--- src/rtl/mem_access_pkg.sv ---
// Shared types and helpers for the memory-access pipeline stage.
package mem_access_pkg;

    localparam int XLEN = 32;

    typedef logic [XLEN-1:0] dataBus_u;

    typedef enum logic [3:0] {
        MEM_NONE = 4'd0,
        MEM_LB   = 4'd1,
        MEM_LH   = 4'd2,
        MEM_LW   = 4'd3,
        MEM_LBU  = 4'd4,
        MEM_LHU  = 4'd5,
        MEM_SB   = 4'd6,
        MEM_SH   = 4'd7,
        MEM_SW   = 4'd8
    } memOpType_e;

    typedef enum logic [1:0] {
        IDLE = 2'd0,
        REQ  = 2'd1,
        RSP  = 2'd2,
        DONE = 2'd3
    } maState_e;

    function automatic logic is_load(input memOpType_e op);
        case (op)
            MEM_LB, MEM_LH, MEM_LW, MEM_LBU, MEM_LHU: return 1'b1;
            default:                                  return 1'b0;
        endcase
    endfunction

    function automatic logic is_store(input memOpType_e op);
        case (op)
            MEM_SB, MEM_SH, MEM_SW: return 1'b1;
            default:                return 1'b0;
        endcase
    endfunction

    // Halfwords need an even address, words a 4-byte aligned one.
    function automatic logic is_misaligned(input memOpType_e op, input logic [1:0] off);
        case (op)
            MEM_LH, MEM_LHU, MEM_SH: return off[0];
            MEM_LW, MEM_SW:          return |off;
            default:                 return 1'b0;
        endcase
    endfunction

endpackage

--- src/rtl/mem_access_lsu_align.sv ---
// Combinational byte-lane logic: store enables/replication, load shift and extension.
module lsu_align
    import mem_access_pkg::*;
(
    input  memOpType_e  i_mem_op,
    input  logic [1:0]  i_offset,
    input  dataBus_u    i_store_data,
    input  dataBus_u    i_rdata,
    output logic [3:0]  o_be,
    output dataBus_u    o_wdata,
    output dataBus_u    o_load_data,
    output logic        o_misaligned
);

    dataBus_u w_shifted;

    function automatic dataBus_u sext8(input logic signed [7:0] b);
        logic signed [XLEN-1:0] w;
        w = 32'(b);
        return dataBus_u'(w);
    endfunction

    function automatic dataBus_u sext16(input logic signed [15:0] h);
        logic signed [XLEN-1:0] w;
        w = 32'(h);
        return dataBus_u'(w);
    endfunction

    // Lane mask, store replication and load extraction chosen by the op.
    always_comb begin
        w_shifted    = i_rdata >> {i_offset, 3'b000};
        o_be         = 4'b0000;
        o_wdata      = '0;
        o_load_data  = '0;
        o_misaligned = is_misaligned(i_mem_op, i_offset);
        case (i_mem_op)
            MEM_LB: begin
                o_be        = 4'b0001 << i_offset;
                o_load_data = sext8(w_shifted[7:0]);
            end
            MEM_LBU: begin
                o_be        = 4'b0001 << i_offset;
                o_load_data = {24'd0, w_shifted[7:0]};
            end
            MEM_LH: begin
                o_be        = 4'b0011 << i_offset;
                o_load_data = sext16(w_shifted[15:0]);
            end
            MEM_LHU: begin
                o_be        = 4'b0011 << i_offset;
                o_load_data = {16'd0, w_shifted[15:0]};
            end
            MEM_LW: begin
                o_be        = 4'hF;
                o_load_data = w_shifted;
            end
            MEM_SB: begin
                o_be    = 4'b0001 << i_offset;
                o_wdata = {4{i_store_data[7:0]}};
            end
            MEM_SH: begin
                o_be    = 4'b0011 << i_offset;
                o_wdata = {2{i_store_data[15:0]}};
            end
            MEM_SW: begin
                o_be    = 4'hF;
                o_wdata = i_store_data;
            end
            default: ;
        endcase
    end

endmodule

--- src/rtl/mem_access.sv ---
// RV32I memory-access stage: MA/WB registers, data-memory handshake FSM, response buffer.
module mem_access
    import mem_access_pkg::*;
(
    input  logic        i_clk,
    input  logic        i_rst,
    input  logic        i_clk_en,
    input  logic        i_ex_valid,
    input  dataBus_u    i_alu_result,
    input  dataBus_u    i_rs2_data,
    input  logic [4:0]  i_rd_addr,
    input  logic        i_reg_write,
    input  memOpType_e  i_mem_op,
    output dataBus_u    o_alu_ma,
    output logic [4:0]  o_rd_ma,
    output logic        o_reg_write_ma,
    output logic        o_stall_ma,
    output logic        o_misalign_exc,
    output logic        o_dmem_req,
    output logic        o_dmem_we,
    output dataBus_u    o_dmem_addr,
    output logic [3:0]  o_dmem_be,
    output dataBus_u    o_dmem_wdata,
    input  logic        i_dmem_gnt,
    input  logic        i_dmem_rvalid,
    input  dataBus_u    i_dmem_rdata,
    output logic        o_wb_valid,
    output logic [4:0]  o_wb_rd,
    output dataBus_u    o_wb_data
);

    maState_e   r_state;
    maState_e   w_state_nxt;
    logic       w_ready;
    logic       w_advance;

    // MA register (stage 1)
    logic       r_vld_p1;
    dataBus_u   r_alu_p1;
    dataBus_u   r_rs2_p1;
    logic [4:0] r_rd_p1;
    logic       r_we_p1;
    memOpType_e r_op_p1;
    logic       r_mis_p1;

    // WB register (stage 2)
    logic       r_vld_p2;
    logic [4:0] r_rd_p2;
    dataBus_u   r_data_p2;

    dataBus_u   r_rsp_buf;

    memOpType_e w_ex_op;
    logic       w_ex_mis;
    logic       w_ex_access;
    logic       w_ma_store;
    logic       w_rsp_hit;
    dataBus_u   w_load_src;
    logic [3:0] w_be;
    dataBus_u   w_wdata;
    dataBus_u   w_load_data;
    logic       w_ma_mis;

    // A bubble enters MA as a no-op so it can never start an access.
    assign w_ex_op     = i_ex_valid ? i_mem_op : MEM_NONE;
    assign w_ex_mis    = is_misaligned(w_ex_op, i_alu_result[1:0]);
    assign w_ex_access = (is_load(w_ex_op) | is_store(w_ex_op)) & ~w_ex_mis;
    assign w_ma_store  = is_store(r_op_p1);

    // Read data is used directly on the rvalid cycle, otherwise from the buffer.
    assign w_rsp_hit  = (r_state == RSP) & i_dmem_rvalid;
    assign w_load_src = w_rsp_hit ? i_dmem_rdata : r_rsp_buf;

    lsu_align u_lsu_align (
        .i_mem_op     (r_op_p1),
        .i_offset     (r_alu_p1[1:0]),
        .i_store_data (r_rs2_p1),
        .i_rdata      (w_load_src),
        .o_be         (w_be),
        .o_wdata      (w_wdata),
        .o_load_data  (w_load_data),
        .o_misaligned (w_ma_mis)
    );

    // Handshake next-state and the ready term that gates pipeline advance.
    always_comb begin
        w_ready     = 1'b0;
        w_state_nxt = r_state;
        case (r_state)
            IDLE: w_ready = 1'b1;
            REQ: begin
                w_ready = w_ma_store & i_dmem_gnt;
                if (i_dmem_gnt) begin
                    w_state_nxt = w_ma_store ? DONE : RSP;
                end
            end
            RSP: begin
                w_ready = i_dmem_rvalid;
                if (i_dmem_rvalid) begin
                    w_state_nxt = DONE;
                end
            end
            DONE: w_ready = 1'b1;
            default: w_state_nxt = IDLE;
        endcase
        if (i_clk_en & w_ready) begin
            w_state_nxt = w_ex_access ? REQ : IDLE;
        end
    end

    assign w_advance = i_clk_en & w_ready;

    // FSM state register; runs regardless of clk_en so the handshake is never lost.
    always_ff @(posedge i_clk or posedge i_rst) begin
        if (i_rst) begin
            r_state <= IDLE;
        end else begin
            r_state <= w_state_nxt;
        end
    end

    // Response buffer captures read data whenever it arrives.
    always_ff @(posedge i_clk or posedge i_rst) begin
        if (i_rst) begin
            r_rsp_buf <= '0;
        end else if (w_rsp_hit) begin
            r_rsp_buf <= i_dmem_rdata;
        end
    end

    // EX -> MA boundary
    always_ff @(posedge i_clk or posedge i_rst) begin
        if (i_rst) begin
            r_vld_p1 <= 1'b0;
            r_alu_p1 <= '0;
            r_rs2_p1 <= '0;
            r_rd_p1  <= '0;
            r_we_p1  <= 1'b0;
            r_op_p1  <= MEM_NONE;
            r_mis_p1 <= 1'b0;
        end else if (w_advance) begin
            r_vld_p1 <= i_ex_valid;
            r_alu_p1 <= i_alu_result;
            r_rs2_p1 <= i_rs2_data;
            r_rd_p1  <= i_rd_addr;
            r_we_p1  <= i_reg_write & i_ex_valid;
            r_op_p1  <= w_ex_op;
            r_mis_p1 <= w_ex_mis;
        end
    end

    // MA -> WB boundary
    always_ff @(posedge i_clk or posedge i_rst) begin
        if (i_rst) begin
            r_vld_p2  <= 1'b0;
            r_rd_p2   <= '0;
            r_data_p2 <= '0;
        end else if (w_advance) begin
            r_vld_p2  <= r_vld_p1 & r_we_p1 & ~w_ma_mis;
            r_rd_p2   <= r_rd_p1;
            r_data_p2 <= is_load(r_op_p1) ? w_load_data : r_alu_p1;
        end
    end

    assign o_alu_ma       = r_alu_p1;
    assign o_rd_ma        = r_rd_p1;
    assign o_reg_write_ma = r_we_p1;
    assign o_stall_ma     = ~w_ready;
    assign o_misalign_exc = r_mis_p1;

    assign o_dmem_req   = (r_state == REQ);
    assign o_dmem_we    = w_ma_store;
    assign o_dmem_addr  = {r_alu_p1[31:2], 2'b00};
    assign o_dmem_be    = w_be;
    assign o_dmem_wdata = w_wdata;

    assign o_wb_valid = r_vld_p2;
    assign o_wb_rd    = r_rd_p2;
    assign o_wb_data  = r_data_p2;

endmodule
--- config.mk ---
export PLATFORM = sky130hd
export DESIGN_NAME = mem_access
export DESIGN_NICKNAME = d
export VERILOG_FILES = /design/src/rtl/mem_access_pkg.sv /design/src/rtl/mem_access_lsu_align.sv /design/src/rtl/mem_access.sv
export SDC_FILE = /design/constraint.sdc
export NUM_CORES = 1
export LEC_CHECK = 0
export BUFFER_PORTS_ARGS = -buffer_cell sky130_fd_sc_hd__buf_2
export CAP_MARGIN = 15
export CORE_AREA = 5 5 130 132
export CTS_CLUSTER_SIZE = 40
export DETAILED_ROUTE_END_ITERATION = 8
export DIE_AREA = 0 0 135 137
export PLACE_DENSITY = 0.8
export SLEW_MARGIN = 20
export SYNTH_ARGS = -nofsm -noshare
export SYNTH_HDL_FRONTEND = slang
export SYNTH_HIERARCHICAL = 1
export SYNTH_SLANG_ARGS = --single-unit
export TNS_END_PERCENT = 20
--- constraint.sdc ---
create_clock -name i_clk -period 5.5 [get_ports i_clk]
set_input_delay 0.55 -clock i_clk [delete_from_list [all_inputs] [get_ports i_clk]]
set_output_delay 0.55 -clock i_clk [all_outputs]
set_load 0.05 [all_outputs]
==> impl_results.md <==
- Most used flip-flop cell after synthesis: dfrtp_1
- Clock transition at path regs: ~60 ps
- Max-Cap Viols: 0
- EDFF count, synth: 0
- Count of clock tree sinks: around 150
- Initial Utilization: 0.500
- First-pass GRT wire length: ~32 mm
- Final period utilization: 0.631
- Cell area after synthesis: 7800 um2
- Wirelength, routed: 20.3 mm
- Post-synthesis area per instance: 12.5 um2
- Register cell area after layout: 3710 um2
- Setup tns final: 0 ps
- End-of-flow core utilization: 0.616
- Synth-to-Final Area Change: 23.1%
- Antenna violations before repair: 1
- Post-route worst hold slack: around 260 ps
- Fill count: between 1000 and 1500
- Final-report setup violation count: 0
- Net count reported at finish: 951
- Clock tree from TritonCTS: yes
- Routability-driven placement congestion ratio: 0.824
- Worst slew margin relative to its limit: 0.328
- Root buffer selected by CTS: clkbuf_16
- Die Height: 137 um
- Path category of the worst min-delay check: input port to asynchronous set/reset pin
- Detailed placement HPWL: between 10 and 15 mm
- Yosys warns: 6
- Pin count of the biggest net entering global routing: 109
- Async set-or-reset flop fraction in the synthesized netlist: 1.00
- Status: completed
- Clock period minus worst slack: about 3500 ps
- Number of nets with antenna violations after detailed routing: 0
- Worst Reg-to-Reg Cells: 5
- Full die area: approximately 18000 um2
- Post-CTS setup buffer count: 0
- Row Count: 46
- # H-tree levels: 4
- CTS Hold Buffers Added: 0
- Io pins: 260
- Horizontal extent of the die: 135 um
- Via-to-Cell Ratio: ~5.3
- Final global-route overflow total: 0
- Maximum operating frequency: 0.288 GHz
- Routed WL per cell: 19.0 um
- Clock Latency Late Sink: approximately 410 ps
- DRC viols: 0
- Total CTS buffers: 17
- Post-synthesis sequential element count: ~150
- Data required time of the worst path: 4950 ps
- Global routing usage summed across all routing layers: 0.219
- Critical path fanouts, max: 25
- Arrival @ worst endpoint: ~3000 ps
- Count of port buffers added during placement: 257
- DRC marker count from the first detailed-route iteration: between 300 and 400
- Transition time at the pin with the least slew margin: roughly 1000 ps
- Final clock skew: between 6 and 7 ps
- Worst reg2reg path startpoint: r_op_p1[0]
- Vias in the first global route: 5752
- Count of instances resized after the clock tree is built: 0
- Register area share after synthesis: 0.475
- Worst setup path category: flip-flop to output port
- Vias post-DR: 5656
- R2R setup slack: 2190 ps
- Post-synthesis instance total: 624
- Fraction of final layout cells sized beyond drive strength 1: 0.565
- Count of distinct cell types in the synthesized netlist: 53
- First-pass detailed-route iteration total: 5
- Kind of start point of the critical path: flip-flop
- FF-to-FF End: o_wb_data[13]
- Core area: 15600 um2
- Final number of hold-violating endpoints: 0
- Kind of capture point of the worst setup path: output port
- Count of final max-slew check failures: 0
- Unrepaired setup endpoints after global routing: no
- Bufs on Longest Clock Path: 2
- Area occupied by multi-input gates: 3630 um2
-- layer usage --
metal	track usage	vias to the layer above	routed length, um
li1	-	2634	-
met1	0.299	2793	8750
met2	0.358	212	10000
met3	0.0419	17	1280
met4	0.0666	0	238
met5	0	-	0
-- worst max-delay path: stages, from the launching register on --
cell     delay (ps)
dfrtp_1         750
nor3_2          390
and2_1          600
a21o_1          310
a22o_1          190
buf_2           260
-- cell usage in the layout, fill, tap and decap left out, drive strengths merged, types with 3 or more instances in the layout --
cell and instances:
mux2i 32, inv 12, a21o 3, nor2b 12
buf 262, a22o 18, and2 9, dfrtp 148
bufinv 4, nand2 47, o2bb2ai 7, nor2 8
a21oi 12, a211oi 14, o21ai 28, clkbuf 18
mux2 174, clkinv 5
-- cell usage after synthesis, types with 7 or more instances --
master	n	area [um2]
a211oi_1	14	105
a21oi_1	11	55.1
a22o_1	18	158
and2_1	9	56.3
buf_2	20	100
buf_4	33	248
buf_6	7	78.8
dfrtp_1	148	3700
inv_1	10	37.5
mux2_2	141	1590
mux2_4	33	495
mux2i_1	30	300
nand2_1	47	176
nor2_1	7	26.3
nor2b_1	12	75.1
o21ai_0	11	55.1
o21ai_1	16	80.1
o2bb2ai_1	7	61.3
-- cell families after synthesis --
family | share of synthesized area
muxes | 0.310
DFF | 0.475
AOI/OAI and AO/OA | 0.0875
and+or+nand+nor | 0.0590
buffers and inverters | 0.0638
adders and majority gates | 0.00449
other | 0.000481
-- state kept, by name (all words and copies together), names as in the netlist --
name            cells
o_wb_data          32
o_alu_ma           32
o_wb_rd             5
r_rsp_buf          32
o_rd_ma             5
o_misalign_exc      1
o_reg_write_ma      1
r_rs2_p1           32
o_wb_valid          1
r_op_p1             4
r_vld_p1            1
r_state             2
-- cell type report --
type / count / share of cell area
multi-input combinational: 398 / 0.378
tap: 216 / 0.0281
sequential: 148 / 0.386
clock buffer: 18 / 0.0457
inverter: 10 / 0.00469
clock inverter: 13 / 0.0189
timing repair buffer: 262 / 0.139
antenna: 1 / 0.000260
-- how the worst max path moves through the flow --
stage	startpoint	endpoint	slack, ps
global route	r_op_p1[0]	o_dmem_wdata[11]	1860
detailed placement	r_op_p1[0]	o_alu_ma[22]	2190
CTS	o_alu_ma[1]	o_dmem_be[2]	1810
floorplan	i_rst	o_alu_ma[0]	970
global placement	r_op_p1[0]	o_rd_ma[4]	2250
finish	r_op_p1[0]	o_dmem_wdata[12]	2030
-- through the flow --
stage	area [um2]	cells	setup WS, ps
global placement	8980	1034	2250
floorplan	7810	625	970
detailed placement	8980	1034	2190
CTS	9600	1065	1810
finish	9610	1066	2030
global route	9610	1066	1860
Power is left out: the tool's default activity adds up to more than one toggle a clock period on the data nets, which glitch-free logic cannot reach.
